==> src/rtl/alu_share_arbiter.sv <==
// rtl/alu_share_arbiter.sv - round-robin sharing of one ALU between two requesters
// Illegal control codes complete normally but report rsp_err with a zeroed result.

module alu #(
    parameter int REG_WIDTH = 32
) (
    input  logic [REG_WIDTH-1:0] in1_i,
    input  logic [REG_WIDTH-1:0] in2_i,
    input  logic [3:0]           ctrl_i,
    output logic [REG_WIDTH-1:0] result_o
);
    // Shift amounts use the full in2 value; counts >= REG_WIDTH shift everything out.
    always_comb begin
        result_o = '0;
        case (ctrl_i)
            4'b0000: result_o = in1_i & in2_i;
            4'b0001: result_o = in1_i | in2_i;
            4'b0010: result_o = in1_i + in2_i;
            4'b0011: result_o = in1_i ^ in2_i;
            4'b0110: result_o = in1_i - in2_i;
            4'b0111: result_o = in1_i << in2_i;
            4'b1000: result_o = in1_i >> in2_i;
            4'b1001: result_o = in1_i >> in2_i;
            default: result_o = '0;
        endcase
    end
endmodule

module alu_share_arbiter #(
    parameter int REG_WIDTH = 32
) (
    input  logic                 clk,
    input  logic                 reset,
    input  logic                 req0_valid,
    output logic                 req0_ready,
    input  logic [REG_WIDTH-1:0] req0_in1,
    input  logic [REG_WIDTH-1:0] req0_in2,
    input  logic [3:0]           req0_ctrl,
    input  logic                 req1_valid,
    output logic                 req1_ready,
    input  logic [REG_WIDTH-1:0] req1_in1,
    input  logic [REG_WIDTH-1:0] req1_in2,
    input  logic [3:0]           req1_ctrl,
    output logic                 rsp_valid,
    input  logic                 rsp_ready,
    output logic [REG_WIDTH-1:0] rsp_result,
    output logic                 rsp_id,
    output logic                 rsp_err,
    output logic                 busy
);
    typedef enum logic [1:0] {IDLE, EXEC, RESP} state_e;

    state_e                 state_q, state_d;
    logic                   rr_ptr_q, rr_ptr_d;
    logic [REG_WIDTH-1:0]   op_in1_q, op_in1_d;
    logic [REG_WIDTH-1:0]   op_in2_q, op_in2_d;
    logic [3:0]             op_ctrl_q, op_ctrl_d;
    logic                   op_id_q, op_id_d;
    logic                   rsp_valid_q, rsp_valid_d;
    logic [REG_WIDTH-1:0]   rsp_result_q, rsp_result_d;
    logic                   rsp_id_q, rsp_id_d;
    logic                   rsp_err_q, rsp_err_d;

    logic                   grant0, grant1;
    logic                   ctrl_legal;
    logic [REG_WIDTH-1:0]   alu_result;

    alu #(.REG_WIDTH(REG_WIDTH)) u_alu (
        .in1_i    (op_in1_q),
        .in2_i    (op_in2_q),
        .ctrl_i   (op_ctrl_q),
        .result_o (alu_result)
    );

    always_comb begin
        ctrl_legal = 1'b0;
        case (op_ctrl_q)
            4'b0000, 4'b0001, 4'b0010, 4'b0011,
            4'b0110, 4'b0111, 4'b1000, 4'b1001: ctrl_legal = 1'b1;
            default:                            ctrl_legal = 1'b0;
        endcase
    end

    // rr_ptr only matters when both requesters are valid.
    assign grant0 = req0_valid & (~req1_valid | ~rr_ptr_q);
    assign grant1 = req1_valid & (~req0_valid |  rr_ptr_q);

    assign req0_ready = (state_q == IDLE) & grant0 & ~reset;
    assign req1_ready = (state_q == IDLE) & grant1 & ~reset;
    assign busy       = (state_q != IDLE);
    assign rsp_valid  = rsp_valid_q;
    assign rsp_result = rsp_result_q;
    assign rsp_id     = rsp_id_q;
    assign rsp_err    = rsp_err_q;

    always_comb begin
        state_d      = state_q;
        rr_ptr_d     = rr_ptr_q;
        op_in1_d     = op_in1_q;
        op_in2_d     = op_in2_q;
        op_ctrl_d    = op_ctrl_q;
        op_id_d      = op_id_q;
        rsp_valid_d  = rsp_valid_q;
        rsp_result_d = rsp_result_q;
        rsp_id_d     = rsp_id_q;
        rsp_err_d    = rsp_err_q;
        case (state_q)
            IDLE: begin
                if (grant0 || grant1) begin
                    op_id_d   = grant1;
                    op_in1_d  = grant1 ? req1_in1  : req0_in1;
                    op_in2_d  = grant1 ? req1_in2  : req0_in2;
                    op_ctrl_d = grant1 ? req1_ctrl : req0_ctrl;
                    rr_ptr_d  = ~grant1;
                    state_d   = EXEC;
                end
            end
            EXEC: begin
                rsp_result_d = ctrl_legal ? alu_result : '0;
                rsp_id_d     = op_id_q;
                rsp_err_d    = ~ctrl_legal;
                rsp_valid_d  = 1'b1;
                state_d      = RESP;
            end
            RESP: begin
                if (rsp_ready) begin
                    rsp_valid_d = 1'b0;
                    state_d     = IDLE;
                end
            end
            default: state_d = IDLE;
        endcase
    end

    always_ff @(posedge clk or posedge reset) begin
        if (reset) begin
            state_q      <= IDLE;
            rr_ptr_q     <= 1'b0;
            op_in1_q     <= '0;
            op_in2_q     <= '0;
            op_ctrl_q    <= '0;
            op_id_q      <= 1'b0;
            rsp_valid_q  <= 1'b0;
            rsp_result_q <= '0;
            rsp_id_q     <= 1'b0;
            rsp_err_q    <= 1'b0;
        end else begin
            state_q      <= state_d;
            rr_ptr_q     <= rr_ptr_d;
            op_in1_q     <= op_in1_d;
            op_in2_q     <= op_in2_d;
            op_ctrl_q    <= op_ctrl_d;
            op_id_q      <= op_id_d;
            rsp_valid_q  <= rsp_valid_d;
            rsp_result_q <= rsp_result_d;
            rsp_id_q     <= rsp_id_d;
            rsp_err_q    <= rsp_err_d;
        end
    end
endmodule

==> config.mk <==
export PLATFORM = sky130hd
export DESIGN_NAME = alu_share_arbiter
export DESIGN_NICKNAME = d
export VERILOG_FILES = /design/src/rtl/alu_share_arbiter.sv
export SDC_FILE = /design/constraint.sdc
export NUM_CORES = 1
export LEC_CHECK = 0
export ABC_AREA = 0
export CAP_MARGIN = 15
export CORE_AREA = 2 2 164 182
export DETAILED_ROUTE_END_ITERATION = 8
export DIE_AREA = 0 0 166 184
export GPL_TIMING_DRIVEN = 0
export PLACE_DENSITY = 0.65
export SLEW_MARGIN = 40
export SYNTH_ARGS = -nofsm -noshare
export SYNTH_HDL_FRONTEND = slang
export SYNTH_SLANG_ARGS = --single-unit
==> constraint.sdc <==
create_clock -name clk -period 6.6 [get_ports clk]
set_input_delay 1.98 -clock clk [delete_from_list [all_inputs] [get_ports clk]]
set_output_delay 1.98 -clock clk [all_outputs]
set_load 0.005 [all_outputs]
# == Word level (Yosys, flattened, before mapping) ==
# Memory sizes are Yosys's and may differ from the RTL's.
# Cells that the tools add are included.
# op_classes
shifts,2
n_reduce_logical,9
mux,10
add_sub_neg,2
n_bitwise,17
n_eq_ne,11
# ops
cell,n
32-bit case mux with 7 select lines,1
32-bit 2-to-1 mux,3
32-bit adder,1
32-bit bitwise AND,1
32-bit bitwise OR,1
32-bit by 32-bit left shift with 32-bit output,1
32-bit by 32-bit right shift with 32-bit output,1
32-bit subtractor,1
32-bit bitwise XOR,1
"4-bit by 2-bit == test with 1-bit output, second input constant",2
"4-bit by 3-bit == test with 1-bit output, second input constant",2
"4-bit == test, second input constant",2
1-bit bitwise AND,6
1-bit inverter,6
2-bit case mux with 3 select lines,1
2-bit AND reduction,3
"4-bit by 1-bit == test with 1-bit output, second input constant",1
4-bit zero test,1
2-bit 2-to-1 mux,2
4-bit 2-to-1 mux,1
2-bit nonzero test,2
"2-bit by 1-bit == test with 1-bit output, second input constant",1
"2-bit == test, second input constant",1
2-bit zero test,1
other kinds (7),8
# totals
memories,1
rom_bits,16
register_bits,107
in_bits,141
# memory_table
memory,words,width,rd,rd_clocked_by_memory_dff,write_ports,line_no,rtl
(name not given),16,1,1,0,0,77,case (op_ctrl_q)

# == Logic depth before layout (Yosys ltp) ==
# logic_depth
depth_word,6
depth_mapped,22
ltp_nobuf,19

# == By module ==
# Synthesis repeated with hierarchy kept, for this count alone.
# hier_totals
cells_unflattened,1623
area_unflattened_um2,12951.2
# modules_own_cells
module,cells_per_inst,seq_area_each_um2,instances,area_each_um2
alu,1124,0.0,1,7960.1
alu_share_arbiter,499,2677.6,1,4991.0

# == Worst setup path before layout ==
# OpenSTA, ideal clock, no wires.
# synth_path
kind,in2out
startpoint,input req0_valid
endpoint,output req1_ready
required_ns,4.620
stages,5
path_buffers,2
arrival_ns,3.122
slack_ns,1.498
path_cell_list,inv_1 o21ai_0 buf_1 clkbuf_1 nor3_1
# synth_via
elab_chain_cells,5
# synth_rtl
item,line_no,rtl
"start, declared",34,"input logic req0_valid,"
1-bit inverter,86,assign grant1 = req1_valid & (~req0_valid | rr_ptr_q);
1-bit bitwise OR,86,
1-bit bitwise AND,86,
1-bit bitwise AND (2 in a row),89,assign req1_ready = (state_q == IDLE) & grant1 & ~reset;
"end, declared",40,"output logic req1_ready,"
# No other way between the ends.

# == Worst setup path after layout ==
# Same ends and word-level chain as after synthesis.

==> impl_metrics.toml <==
[outcome]
outcome = "complete, but fails checks"
violations = "DRC"

[detailed_routing]
dr.pass1.iters = 9
drt_iter0_markers = 1942
vias = 13500
wl_met1_um = 24300
wl_met3_um = 7240
wl_per_cell_um = 30.3
highest_layer = "met4"
vias_per_cell = 6.65
dr_wl_met2_um = 26100
final_antenna_net_count = 0
wirelength_um = 61700
drcViolationCount = 2

[timing]
fmaxAchievable_mhz = 157
rsz0062_at_grt = "no"
fin_worst_skew_ns = 0.0129
setup_viol = 0
slew-limit-headroom_pct = 40.0
period_share_pct = 96.5
slew_viol_final = 0
fin_crit_ns = 6.37
hold_viol_final = 0
tightest_slew_ns = 0.890

[finish]
fillers = 2837
layout.nets = 1901
drive_gt1_share_pct = 7.55
seq_area_um2 = 2680
layoutNonFillerInstCount = 2036
layout_commonest_cell = "clkdlybuf4s50_1"
multi_input_area_um2 = 8350
fin_util_pct = 51.1
antenna_cells = 0
final_area_um2 = 14600
layout_common_cells = "clkdlybuf4s50_1, nand2_1, inv_1, o21ai_0, nor2_1"
areaGrowthSynthToFinish_pct = 22.0

[worst_hold_path]
hold_class = "reg2reg"

[placed_design]
dpl_cell_area_um2 = 14300
io_buffers = 178
placed_cells = 2020
gp_congestion = 1.07
dp_hpwl_um = 49800

[job]
max_cap_viol_count = 0

[die]
initial_core_util_pct = 41.9
dieHeight_um = 184
rows = 65
die_w_um = 166
io_pins = 179
dieArea_um2 = 30500
core-area_um2 = 28500

[worst_setup_path]
cp_cell_sequence = "clkdlybuf4s50_1 > o21ai_2 > clkbuf_1 > clkbuf_1 > nor3_1 > clkdlybuf4s50_1"
crit_arrival_ns = 4.39
cp-end-kind = "primary output"
slowest_stage = "clkbuf_1"
cp-start-kind = "input pin"
critPathMaxFanout = 10
worst_ep_required_time_ns = 4.62
max_stage_delay_ns = 0.50
path_class = "in2out"

[power_and_ir_drop]
ir_worst_vdd_mv = 0.348
p_leak_uw = 0.00622
power_density_nw_per_um2 = 627

[synth]
yosysSeqAreaShare_pct = 22.4
netlist_area_um2 = 12000
synthFlopType = "dfrtp_1"
syn-num-nets = 1710
ys_warn_count = 0
synth.distinct_cells = 82
synthArstFlopShare_pct = 100
ys_ff_latch = 107
syn_inst = 1472
synth_edf_count = 0
syn_avg_cell_area_um2 = 8.13

[grt]
antenna_found_initial = 0
grt_pass1_wl_um = 89400
grt_use_total_pct = 40.0
gr-total-overflow = 0
grt_pass1_vias = 12900
grt_start_max_net_pins = 67

[clock_tree]
clock-sinks = 107
clk-insertion-delay-late_ns = 0.38
clockRootBuffer = "clkbuf_16"
cts_buffer_depth = 2
ctsHoldBuffers = 0
cts_buffers = 9
htree_levels = 3
post_cts_buffers = 0
cts_tree = "built"
clkSlewWorstSetupHoldPaths_ns = 0.08
[report_power, final]
part	internal (uW)	switching, uW	total (uW)
logic	2510	4390	6900
clock network	311	288	599
registers	947	709	1660
total	3770	5390	9150
[state kept, by name, indices dropped and copies added (netlist names)]
name and cells:
rr_ptr_q 1, state_q 2, op_in2_q 32, rsp_valid 1, op_in1_q 32, rsp_id 1
rsp_err 1, rsp_result 32, op_ctrl_q 4, op_id_q 1
[metrics by stage]
step	setup WS, ns	total power [uW]	TNS (ns)	hold WS [ns]
after CTS	0.217	8790	0	0.489
after floorplan	1.50	5560	0	0.446
after global routing	0.0945	9600	0	0.508
after global placement	0.00833	8120	0	0.467
final	0.231	9150	0	0.481
after detailed placement	-0.0201	8170	-0.0201	0.472
[Yosys cell counts (6+ instances only)]
library cell | number | area share (%)
a211o_1 | 7 | 0.51
a211oi_1 | 15 | 0.94
a21o_1 | 21 | 1.3
a21oi_1 | 73 | 3.1
a221o_1 | 14 | 1.2
a221oi_1 | 27 | 2.0
a222oi_1 | 57 | 4.8
a22oi_1 | 8 | 0.50
a31oi_1 | 19 | 0.99
and2_1 | 6 | 0.31
and3_1 | 6 | 0.31
buf_1 | 13 | 0.41
buf_2 | 27 | 1.1
clkbuf_1 | 65 | 2.0
dfrtp_1 | 107 | 22
ha_1 | 96 | 10
inv_1 | 126 | 4.0
mux2_2 | 12 | 1.1
mux2i_1 | 65 | 5.4
mux4_2 | 30 | 5.6
nand2_1 | 167 | 5.2
nand2b_1 | 12 | 0.63
nand3_1 | 19 | 0.80
nor2_1 | 110 | 3.5
nor2b_1 | 9 | 0.47
nor3_1 | 25 | 1.0
nor4_1 | 6 | 0.31
o211ai_1 | 15 | 0.94
o21a_1 | 7 | 0.44
o21ai_0 | 121 | 5.1
o21ai_1 | 8 | 0.33
o221ai_1 | 13 | 0.95
o22ai_1 | 11 | 0.58
or3_1 | 7 | 0.37
xnor2_1 | 49 | 3.6
xor2_1 | 7 | 0.51
[worst paths after layout]
kind,cells past startpoint,from,to,slack (ns)
min in group asynchronous,2,reset,op_in2_q[14],2.04
max in group asynchronous,3,reset,rsp_result[1],3.92
max reg2reg,20,op_in2_q[1],rsp_result[28],0.47
min reg2reg,2,rsp_result[20],rsp_result[20],0.48
max,6,req0_valid,req1_ready,0.23
min,2,rsp_result[20],rsp_result[20],0.48
[area by class of cell]
type,instances,area share (%)
Buffer,112,3.38
Tap cell,368,3.16
Multi-Input combinational cell,1127,57.2
Clock inverter,6,0.540
Timing Repair Buffer,180,12.4
Inverter,126,3.29
Sequential cell,107,18.3
Clock buffer,10,1.64
[critical path, delay by kind of cell]
kind | cells | cell delay [ns]
compound gates | 1 | 0.47
simple gates | 1 | 0.10
buf+inv | 4 | 1.83
[logic make-up after synthesis]
kind of cell	synth area share [%]
adders and majority gates	10.2
buffers and inverters	8.07
and+or+nand+nor	15.4
DFF	22.4
AOI/OAI and AO/OA	27.6
muxes	12.2
xor gates and xnor gates	4.10
[per-layer routing]
layer | global-route usage (%) | vias up
li1 | - | 5874
met1 | 52.5 | 6462
met2 | 60.2 | 981
met3 | 10.0 | 223
met4 | 22.1 | 0
met5 | 0 | -
[what timing repair did]
action | 4_1_cts | 5_1_grt
endpoints found under the setup margin | 1 | 2
cloned | 0 | 0
gates resized for setup | 1 | 1
Note: power is estimated with default switching activity, not from simulation.
